<file path="src/rtl/gcd_issue_queue.sv">
// Operand-pair FIFO feeding a GCD core through a three-state issue FSM.
// Optional macro GCD_OPERAND_SORT_EN: load max(a,b) into A and min(a,b) into B.
module gcd_issue_queue #(
  parameter int DATA_WIDTH = 8,
  parameter int DEPTH      = 4
) (
  input  logic                    clk_i,
  input  logic                    reset_i,
  input  logic                    req_valid_i,
  output logic                    req_ready_o,
  input  logic [DATA_WIDTH-1:0]   req_a_i,
  input  logic [DATA_WIDTH-1:0]   req_b_i,
  output logic                    core_start_o,
  output logic [DATA_WIDTH-1:0]   core_a_o,
  output logic [DATA_WIDTH-1:0]   core_b_o,
  input  logic                    core_busy_i,
  input  logic                    core_done_i,
  output logic [$clog2(DEPTH):0]  count_o
);
  localparam int AW = $clog2(DEPTH);
  localparam int PW = AW + 1;

  typedef enum logic [1:0] {IDLE, ISSUE, WAIT} state_t;

  state_t                  r_state, w_state_nxt;
  logic [PW-1:0]           r_wr_ptr, r_rd_ptr;
  logic [DATA_WIDTH-1:0]   r_mem_a [DEPTH];
  logic [DATA_WIDTH-1:0]   r_mem_b [DEPTH];
  logic [DATA_WIDTH-1:0]   r_core_a, r_core_b;
  logic [PW-1:0]           w_count;
  logic                    w_full, w_empty, w_push, w_pop;
  logic [DATA_WIDTH-1:0]   w_head_a, w_head_b, w_load_a, w_load_b;

  // Pointers carry one extra MSB so full and empty are distinguishable.
  assign w_count  = r_wr_ptr - r_rd_ptr;
  assign w_full   = (w_count == PW'(DEPTH));
  assign w_empty  = (w_count == '0);
  assign w_push   = req_valid_i && !w_full;
  assign w_pop    = (r_state == IDLE) && !w_empty && !core_busy_i;
  assign w_head_a = r_mem_a[r_rd_ptr[AW-1:0]];
  assign w_head_b = r_mem_b[r_rd_ptr[AW-1:0]];

`ifdef GCD_OPERAND_SORT_EN
  assign w_load_a = (w_head_a >= w_head_b) ? w_head_a : w_head_b;
  assign w_load_b = (w_head_a >= w_head_b) ? w_head_b : w_head_a;
`else
  assign w_load_a = w_head_a;
  assign w_load_b = w_head_b;
`endif

  assign req_ready_o  = !w_full;
  assign count_o      = w_count;
  assign core_start_o = (r_state == ISSUE);
  assign core_a_o     = r_core_a;
  assign core_b_o     = r_core_b;

  always_ff @(posedge clk_i) begin
    if (w_push) begin
      r_mem_a[r_wr_ptr[AW-1:0]] <= req_a_i;
      r_mem_b[r_wr_ptr[AW-1:0]] <= req_b_i;
    end
  end

  always_ff @(posedge clk_i) begin
    if (reset_i) begin
      r_state  <= IDLE;
      r_wr_ptr <= '0;
      r_rd_ptr <= '0;
      r_core_a <= '0;
      r_core_b <= '0;
    end else begin
      r_state <= w_state_nxt;
      if (w_push) r_wr_ptr <= r_wr_ptr + 1'b1;
      if (w_pop) begin
        r_rd_ptr <= r_rd_ptr + 1'b1;
        r_core_a <= w_load_a;
        r_core_b <= w_load_b;
      end
    end
  end

  always_comb begin
    w_state_nxt = r_state;
    case (r_state)
      IDLE:    if (w_pop) w_state_nxt = ISSUE;
      ISSUE:   w_state_nxt = WAIT;
      WAIT:    if (core_done_i) w_state_nxt = IDLE;
      default: w_state_nxt = IDLE;
    endcase
  end
endmodule

</file>
<file path="config.mk">
export PLATFORM = sky130hd
export DESIGN_NAME = gcd_issue_queue
export DESIGN_NICKNAME = d
export VERILOG_FILES = /design/src/rtl/gcd_issue_queue.sv
export SDC_FILE = /design/constraint.sdc
export NUM_CORES = 1
export LEC_CHECK = 0
export CAP_MARGIN = 30
export CORE_MARGIN = 1.5
export CORE_UTILIZATION = 55
export DETAILED_ROUTE_END_ITERATION = 6
export PLACE_DENSITY = 0.87
export SYNTH_ARGS = -nofsm -noshare
export SYNTH_HDL_FRONTEND = slang
export SYNTH_SLANG_ARGS = --single-unit
</file>
<file path="constraint.sdc">
create_clock -name clk_i -period 3.77 [get_ports clk_i]
set_input_delay 0.754 -clock clk_i [delete_from_list [all_inputs] [get_ports clk_i]]
set_output_delay 0.754 -clock clk_i [all_outputs]
set_load 0.02 [all_outputs]
</file>
==> summary.txt, run 1 <==
Synthesis
  – Gate Count Post-Synth: 212
  – Area share of the largest cell type after synthesis: 53.9%
  – Synthesized area: 3570 sq um
  – Avg Cell Area, Syn: between 15 and 20 sq um
  – Yosys top cell by area: edfxtp_1
  – Post-synth cell types: 28
  – FF+latch count, synth: between 80 and 90
  – Area contributors post-synth: edfxtp_1 (54%), dfxtp_1 (13%), mux4_2 (10%)
  – Net Count, Synth: 240
  – Register area share after synthesis: roughly two thirds
  – Synth warnings: 0

Clock tree
  – Setup Buffers After CTS: 0
  – Clock slew at reported path FFs: 0.08 ns
  – Clock Latency Late Sink: 0.34 ns
  – CTS resizes: 0
  – Num CTS Buffers: 9
  – CTS tree: done
  – Hold buffer count at CTS: 0
  – H-tree Lvls: 3
  – Clk sink count: 88
  – Clock Tree Buf Depth: 2
  – Clock Tree Root: clkbuf_8

Die
  – Die Span Y: ~84 um
  – Core Area: 6310 sq um
  – Rows: 29
  – Die area: around 7000 sq um
  – Die X: 83.6 um
  – Initial Util: 56.5%
  – I/O pin cnt: 42

Job
  – Number of max-cap violations: 0

Timing
  – Hold_ws: approximately 0.48 ns
  – Setup TNS: 0 ns
  – Final setup viols: 0
  – Period utilization: 87.0%
  – Slew of the pin with the lowest slew margin: 0.890 ns
  – Final Skew: 0.00634 ns
  – Minimum clock period: around 3.3 ns
  – Slew Limit Fails: 0
  – RSZ-0062 raised after global routing: no
  – Final hold violations: 0
  – Slew headroom: 40.5%
  – Fmax: 305 MHz

Detailed routing
  – DR WL/cell: 17.6 um
  – Initial DRT Pass Iterations: 4
  – Vias/cell: 5.48
  – Via Count: 1874
  – DRC: 0
  – Total wire length: around 6000 um
  – Number of DRC markers in iteration 0: 122
  – Remaining antenna violation count after routing: 0

Final layout
  – Non-Filler Instances: 342
  – Diode count: 0
  – Fin util: 68.0%
  – Synthesis-to-layout area growth: 20.3%
  – Nets: 288
  – Layout cells sized above 1: 14.7%

Placement
  – GPL Wtd Cong: 0.755
  – Post-Place Cells: 326
  – Post-DP HPWL: 3770 um
  – IO buf count: 41

Power
  – Clock power frac: 23.2%
  – Total power: 3.07 mW
  – Power per cell area: roughly 720 nW/um^2
  – Switch share: 29.9%
  – Comb pwr share: 34.4%
  – Leak pwr: 1.54 nW
  – Sequential share of power: a little over two fifths
  – Maximum VDD drop: 0.724 mV
  – Net load switching power: roughly 0.92 mW
  – Internal Pwr Total: approximately 2.2 mW

Setup path
  – Crit path required time: 3.02 ns
  – Kind of end point of the critical path: output port
  – Startpoint types: flop
  – Crit-path max FO: 6
  – Worst EP arrival: 2.52 ns
  – Crit Path Class: flop to output port

Hold path
  – Hold WC Path Type: flop to flop

Global routing
  – Largest net degree at the start of global routing: 31
  – Vias in the first global route: 1883
  – Initial antenna violation count: 0
  – Tot GR Track Use: between 10% and 20%
  – Grt total ovfl: 0
  – First-pass GRT wire length: 9860 um

Outcome
  – Outcome: completed
cells by family (layout without fill, tap and decap cells):
kind of cell    Yosys count  count (layout)  synth area share [%]
flops                    88              88                  67.3
simple gates             55              55                  9.01
fa+ha+maj                 7               7                  2.66
mux                      38              38                  16.4
buf+inv                  15              68                  2.07
xor+xnor                  2               2                 0.947
compound gates            7               7                  1.61
cells in the final DEF, fill, tap and decap left out:
cell type        count
a31oi_2              2
clkinv_1             1
o21a_1               1
mux2_1               3
clkbuf_1             2
o21ai_4              1
nor2_1               7
nor2b_1              3
and2_1               3
ha_1                 6
nand3_1              1
fa_1                 1
nand4_1              1
mux4_2              16
xor3_2               1
xor2_1               1
nand2b_1            36
nor3_1               1
nor4b_1              1
nand2_1              2
edfxtp_1            64
buf_4                6
clkbuf_8            11
mux2i_1             19
dfxtp_1             24
a21oi_1              3
clkdlybuf4s50_1     41
inv_1                5
bufinv_16            2
worst max-delay path, cell delays in order (launching register included):
cell and delay, ns:
dfxtp_1 0.39, inv_1 0.11, ha_1 0.22, fa_1 0.41, xor3_2 0.33, nand3_1 0.12, clkdlybuf4s50_1 0.60
routing by layer:
metal	up-vias	global-route usage, %	routed length (um)
met2	51	29.3	3010
met3	13	5.24	311
met1	929	25.6	2550
met5	-	0	0
met4	0	8.49	139
li1	881	-	-
power groups by stage:
stage | combinational (mW) | clock [mW] | sequential [mW]
final | 1.06 | 0.711 | 1.30
after CTS | 1.08 | 0.724 | 1.30
after floorplan | 0.645 | 0 | 1.40
after global routing | 1.14 | 0.776 | 1.32
after global placement | 1.05 | 0 | 1.31
after detailed placement | 1.07 | 0 | 1.33
synth_stat cells:
master,count
nand4_1,1
a31oi_2,1
nor2_1,7
o21ai_4,1
nand3_1,1
buf_2,2
nor2b_1,3
xor2_1,1
buf_8,1
inv_1,5
and2_1,3
a21oi_1,3
nor4b_1,1
mux4_2,16
xor3_2,1
nand2b_1,36
mux2_1,3
edfxtp_1,64
fa_1,1
buf_4,1
clkbuf_1,6
o21a_1,1
ha_1,6
a31oi_1,1
nand2_1,2
dfxtp_1,24
nor3_1,1
mux2i_1,19
through the flow:
stage | setup WS (ns) | instance area [sq um]
2_1_floorplan | 0.871 | 3570
3_3_place_gp | 0.911 | 4070
3_5_place_dp | 0.847 | 4070
4_1_cts | 0.470 | 4290
5_1_grt | 0.326 | 4290
6_report | 0.491 | 4290
final timing paths:
| path | from | to | slack [ns] | cells past startpoint |
|---|---|---|---|---|
| worst max register to register | r_wr_ptr[0] | r_mem_a[0][1] | 0.87 | 6 |
| worst min register to register | core_b_o[6] | core_b_o[6] | 0.48 | 2 |
| worst max-delay path | r_wr_ptr[0] | req_ready_o | 0.49 | 6 |
| worst min-delay path | core_b_o[6] | core_b_o[6] | 0.48 | 2 |
cell type report:
type / instances / area [sq um]
Clock buffer: 13 / 159
Clock inverter: 3 / 63.8
Fill cell: 440 / 2020
Inverter: 5 / 18.8
Multi-Input combinational cell: 109 / 1100
Sequential cell: 88 / 2400
Tap cell: 77 / 96.3
Timing Repair Buffer: 47 / 455
flip-flops by register name, indices dropped and copies added, names as in the netlist:
name and count:
core_a_o 8, core_b_o 8, r_mem_a 32, r_mem_b 32, r_rd_ptr 3, r_state 2
r_wr_ptr 3
Power figures use the tool's default switching activity.
==> run 2: changes to the inputs <==
CORE_UTILIZATION = 61   (was 55)
CTS_BUF_LIST = sky130_fd_sc_hd__clkbuf_4   (was not set)
DONT_BUFFER_PORTS = 1   (was not set)
PLACE_DENSITY = 0.85   (was 0.87)
==> run 2 against run 1 <==
Against the previous run: critical path depth down 1; non-clock buffer count fell by 43; critical path type unchanged; wire length shrank 8.4%; design area decreased by 12%; combinational power is 30% lower; critical endpoint unchanged; via count fell by 11%; count of clock-buffer cells in the layout decreased by 3; register-to-register slack lost 0.03 ns; clock skew is 0.0087 ns higher.
==> summary.txt, run 2 (synthesized netlist as in run 1, its figures left out) <==
Power
  – Power per cell area: 700 nW/um^2 (-2.2%)
  – Net load switching power: 0.874 mW (-4.9%)
  – Leak pwr: 1.34 nW (-13%)
  – Clock power frac: 19.0% (-4.2 points)
  – Internal Pwr Total: 1.77 mW (-18%)
  – Maximum VDD drop: 0.560 mV (-23%)
  – Comb pwr share: 28.1% (-6.3 points)
  – Switch share: 33.1% (+3.2 points)
  – Sequential share of power: 52.9% (+11 points)

Timing
  – Slew of the pin with the lowest slew margin: 0.789 ns (-0.101 ns)
  – Final setup viols: 0 (unchanged)
  – Setup TNS: 0 ns (unchanged)
  – Fmax: 336 MHz (+10%)
  – Final Skew: 0.0150 ns (+0.00865 ns)
  – Slew headroom: 47.4% (+6.9 points)
  – Hold_ws: 0.395 ns (-0.0839 ns)
  – Slew Limit Fails: 0 (unchanged)
  – RSZ-0062 raised after global routing: no
  – Final hold violations: 0 (unchanged)
  – Minimum clock period: 2.98 ns (-0.301 ns)
  – Final worst slack: 0.792 ns (+0.301 ns)
  – Period utilization: 79.0% (-8.0 points)

Detailed routing
  – Remaining antenna violation count after routing: 0 (unchanged)
  – Number of DRC markers in iteration 0: 97 (-20%)
  – Via Count: 1675 (-11%)
  – Initial DRT Pass Iterations: 4 (unchanged)
  – DRC: 0 (unchanged)
  – Vias/cell: 5.70 (+4.0%)
  – Total wire length: 5510 um (-8.4%)
  – DR WL/cell: 18.7 um (+6.6%)

Final layout
  – Layout cells sized above 1: 17.1% (+2.4 points)
  – Multi-input logic area: 1100 sq um (unchanged)
  – Non-Filler Instances: 294 (-14%)
  – Final instance area: 3770 sq um (-12%)
  – Nets: 245 (-15%)
  – Fillers: 379 (-14%)
  – Most frequent cells in the layout: edfxtp_1 (64), nand2b_1 (36), dfxtp_1 (24)
  – Synthesis-to-layout area growth: 5.79%
  – Register area: 2400 sq um (unchanged)
  – Most common cell after layout, fill and taps aside: edfxtp_1
  – Diode count: 0 (unchanged)

Clock tree
  – Hold buffer count at CTS: 0 (unchanged)
  – Clock Tree Buf Depth: 2 (unchanged)
  – CTS tree: done
  – Clk sink count: 88 (unchanged)
  – Clock Latency Late Sink: 0.42 ns (+0.08 ns)
  – H-tree Lvls: 3 (unchanged)
  – CTS resizes: 0 (unchanged)
  – Num CTS Buffers: 9 (unchanged)
  – Clock slew at reported path FFs: 0.13 ns (+0.05 ns)
  – Clock Tree Root: clkbuf_4
  – Setup Buffers After CTS: 0 (unchanged)

Die
  – Die area: 6320 sq um (-9.5%)
  – Core Area: 5570 sq um (-12%)
  – Rows: 27 (-6.9%)
  – I/O pin cnt: 42 (unchanged)
  – Die X: 79.5 um (-4.9%)
  – Initial Util: 64.0% (+7.5 points)
  – Die Span Y: 79.5 um (-4.9%)

Placement
  – GPL Wtd Cong: 0.759 (+0.57%)
  – Post-DP HPWL: 3410 um (-9.6%)
  – Post-Place Cells: 278 (-15%)
  – Placed Area: 3640 sq um (-11%)
  – Post-place setup slack: 0.805 ns (-0.0429 ns)
  – IO buf count: 0 (-100%)

Global routing
  – Largest net degree at the start of global routing: 46 (+48%)
  – Vias in the first global route: 1787 (-5.1%)
  – Initial antenna violation count: 0 (unchanged)
  – Tot GR Track Use: 19.8% (+0.81 points)
  – Grt total ovfl: 0 (unchanged)
  – First-pass GRT wire length: 8820 um (-11%)

Setup path
  – Worst EP arrival: 2.22 ns (-0.30 ns)
  – Kind of end point of the critical path: output port
  – Startpoint types: flop
  – Crit path required time: 3.02 ns (about the same)
  – Critical path's slowest cell: dfxtp_1
  – Crit-path max cell delay: 0.41 ns (-0.19 ns)
  – Crit Path Class: flop to output port
  – Critical Path, Cell by Cell: inv_1, ha_1, fa_1, xor3_2, nand3_1
  – Crit-path max FO: 6 (unchanged)

Hold path
  – Hold WC Path Type: primary input to flop

Outcome
  – Outcome: completed

Job
  – Number of max-cap violations: 0 (unchanged)
==> run 2: cell types whose count changed in the layout (fill, tap and decap cells not counted), sizes merged <==
| cell | delta |
|---|---|
| buf | -2 |
| bufinv | -1 |
| clkbuf | -3 |
| clkdlybuf4s50 | -41 |
| clkinv | +4 |
==> run 2: worst paths after layout <==
check	start	slack, ns	cells past startpoint	endpoint
worst max register to register	r_wr_ptr[0]	0.84	6	r_mem_a[2][4]
worst min-delay path	reset_i	0.39	1	r_state[0]
worst max-delay path	r_wr_ptr[0]	0.79	5	req_ready_o
worst min register to register	r_wr_ptr[1]	0.54	2	r_wr_ptr[1]
==> run 2: metrics by stage <==
stage,power (mW),util [%]
global placement,2.15,65.3
finish,2.64,67.7
detailed placement,2.18,65.3
global route,2.78,67.7
CTS,2.67,67.7
floorplan,2.04,-
==> run 2: critical path: cells and delay by family, from the launching register on <==
family	cells	cell delay [ns]
buf+inv	1	0.11
fa+ha+maj	2	0.63
flops	1	0.41
simple gates	1	0.26
xor+xnor	1	0.41
==> run 2: per-layer routing <==
metal  routed length, um  track usage (%)  vias up  part of all wire [%]
li1                    -                -      799                     -
met1                2530             26.9      822                    46
met2                2560             29.7       45                    47
met3                 317             6.06        9                   5.8
met4                  98             8.95        0                   1.8
met5                   0                0        -                     0
==> run 2: final cells by class <==
| type | count | share of cell area, % |
|---|---|---|
| Multi-Input combinational cell | 109 | 29.1 |
| Sequential cell | 88 | 63.6 |
| Timing Repair Buffer | 4 | 0.795 |
| Tap cell | 72 | 2.39 |
| Clock inverter | 6 | 1.59 |
| Inverter | 5 | 0.497 |
| Clock buffer | 10 | 1.99 |
==> run 2: power groups by stage <==
stage	sequential [mW]	clock (mW)	combinational [mW]
3_3_place_gp	1.41	0	0.736
5_1_grt	1.41	0.551	0.816
3_5_place_dp	1.42	0	0.754
2_1_floorplan	1.40	0	0.645
4_1_cts	1.40	0.515	0.759
6_report	1.40	0.502	0.742
==> run 3: changes to the inputs <==
CORE_UTILIZATION = 59   (was 61)
PLACE_DENSITY = 0.86   (was 0.85)
clock period = 2.4 ns   (was 3.77 ns; I/O delays follow)
==> run 3 against run 2 <==
Against the previous run: global-route usage decreased by 0.13 points; worst hold slack got worse by 0.29 ns; via count rose by 3.2%; core utilization is 1.9 points lower; count of clock-buffer cells in the layout down 1; wire length grew 5.7%; critical endpoint unchanged; highest routed layer unchanged.
==> summary.txt, run 3 (synthesized netlist as in run 1, its figures left out) <==
Power
  – Leak pwr: 1.38 nW (+3.2%)
  – Power per cell area: 1110 nW/um^2 (+59%)
  – Maximum VDD drop: 0.771 mV (+38%)
  – Total power: 4.31 mW (+63%)

Placement
  – Placed Area: 3690 sq um (+1.3%)
  – Post-Place Cells: 286 (+2.9%)
  – GPL Wtd Cong: 0.812 (+7.0%)
  – Post-DP HPWL: 3640 um (+6.6%)
  – IO buf count: 0 (unchanged)

Final layout
  – Synthesis-to-layout area growth: 8.56%
  – Nets: 253 (+3.3%)
  – Layout cells sized above 1: 24.8% (+7.7 points)
  – Final instance area: 3870 sq um (+2.6%)
  – Most common cell after layout, fill and taps aside: edfxtp_1
  – Non-Filler Instances: 305 (+3.7%)
  – Diode count: 0 (unchanged)
  – Most frequent cells in the layout: edfxtp_1 (64), nand2b_1 (36), dfxtp_1 (22)

Global routing
  – Initial antenna violation count: 0 (unchanged)
  – Largest net degree at the start of global routing: 46 (unchanged)
  – First-pass GRT wire length: 8960 um (+1.6%)
  – Vias in the first global route: 1813 (+1.5%)
  – Grt total ovfl: 0 (unchanged)
  – Tot GR Track Use: 19.7% (-0.13 points)

Setup path
  – Crit-path max FO: 5 (-1)
  – Crit Path Class: flop to output port
  – Critical path's slowest cell: dfxtp_2
  – Critical Path, Cell by Cell: inv_4, ha_4, fa_2, xor3_2, buf_8, nand3_4
  – Startpoint types: flop
  – Crit path required time: 1.92 ns (-1.10 ns)
  – Crit-path max cell delay: 0.38 ns (-0.03 ns)
  – Worst EP arrival: 1.88 ns (-0.34 ns)
  – Kind of end point of the critical path: output port

Detailed routing
  – Vias/cell: 5.67 (-0.50%)
  – Initial DRT Pass Iterations: 4 (unchanged)
  – DRC: 0 (unchanged)
  – Total wire length: 5820 um (+5.7%)
  – DR WL/cell: 19.1 um (+1.9%)
  – Via Count: 1729 (+3.2%)
  – Number of DRC markers in iteration 0: 156 (+61%)
  – Remaining antenna violation count after routing: 0 (unchanged)

Clock tree
  – Clock Latency Late Sink: 0.43 ns (about the same)
  – H-tree Lvls: 3 (unchanged)
  – Clock Tree Root: clkbuf_4
  – Num CTS Buffers: 9 (unchanged)
  – Clk sink count: 88 (unchanged)
  – Clock Tree Buf Depth: 2 (unchanged)
  – CTS tree: done
  – Clock slew at reported path FFs: 0.13 ns (about the same)

Timing
  – Slew of the pin with the lowest slew margin: 0.495 ns (-0.294 ns)
  – Final hold violations: 0 (unchanged)
  – Final Skew: 0.00787 ns (-0.00712 ns)
  – Final setup viols: 0 (unchanged)
  – Slew Limit Fails: 0 (unchanged)
  – Period utilization: between 90% and 100%
  – Hold_ws: 0.101 ns (-0.294 ns)
  – Slew headroom: 66.5% (+19 points)
  – Minimum clock period: 2.36 ns
  – Fmax: 423 MHz
  – Setup TNS: 0 ns (unchanged)
  – RSZ-0062 raised after global routing: yes

Die
  – Rows: 28 (+3.7%)
  – I/O pin cnt: 42 (unchanged)
  – Core Area: 5890 sq um (+5.6%)
  – Die X: 80.8 um (+1.6%)
  – Die area: 6520 sq um (+3.3%)
  – Initial Util: 60.6% (-3.4 points)
  – Die Span Y: 80.8 um (+1.6%)

Hold path
  – Hold WC Path Type: primary input to flop

Outcome
  – Outcome: completed

Job
  – Number of max-cap violations: 0 (unchanged)
==> run 3: cell count changes in the layout (fill, tap and decap cells not counted), moves of 2 or more <==
cell      before  now
and2_4         0    3
clkinv_2       1    4
dfxtp_1       24   22
inv_6          0    2
dfxtp_2        0    2
clkinv_1       2    0
buf_4          4   11
and2_1         3    0
==> run 3: area by class of cell <==
| cell class | count | area [sq um] |
|---|---|---|
| clock inverter | 7 | 46.3 |
| sequential | 88 | 2400 |
| tap | 75 | 93.8 |
| timing repair buffer | 12 | 97.6 |
| fill | 405 | 2010 |
| inverter | 5 | 21.3 |
| clock buffer | 9 | 67.6 |
| multi-input combinational | 109 | 1140 |
==> run 3: final timing paths <==
check / end / start / slack, ns / cells after the start
setup / recovery: req_ready_o / r_wr_ptr[0] / 0.04 / 6
hold / removal: r_state[0] / reset_i / 0.10 / 1
setup reg to reg: r_mem_b[1][7] / r_wr_ptr[0] / 0.16 / 7
hold reg to reg: r_wr_ptr[1] / r_wr_ptr[1] / 0.53 / 2
==> run 3: report_power, final <==
group	switching, mW	internal (mW)
Clock	0.511	0.215
Combinational	0.731	0.659
Sequential	0.262	1.93
==> run 3: per-stage QoR <==
stage	setup WS [ns]	utilization [%]
after floorplan	-0.183	-
after global placement	0.140	62.7
after detailed placement	0.0758	62.7
after CTS	-0.169	65.5
after global routing	-0.0369	65.8
final	0.0355	65.8
==> run 3: what timing repair did <==
item,in CTS,in global routing
buffers inserted,2,1
gates resized for setup,11,1
setup endpoints to repair,3,53
pin swaps,4,2
hold buffers,0,0
==> run 3: critical path: cells and delay by family (launching register included) <==
| family | cells | cell delay [ns] |
|---|---|---|
| fa+ha+maj | 2 | 0.49 |
| flops | 1 | 0.38 |
| xor+xnor | 1 | 0.27 |
| buf+inv | 2 | 0.21 |
| simple gates | 1 | 0.10 |
==> run 3: per-layer routing <==
layer | GRT usage (%) | share of wire [%] | vias to the layer above
li1 | - | - | 815
met1 | 25.8 | 44 | 863
met2 | 31.1 | 51 | 45
met3 | 6.29 | 4.5 | 6
met4 | 7.76 | 1.1 | 0
met5 | 0 | 0 | -
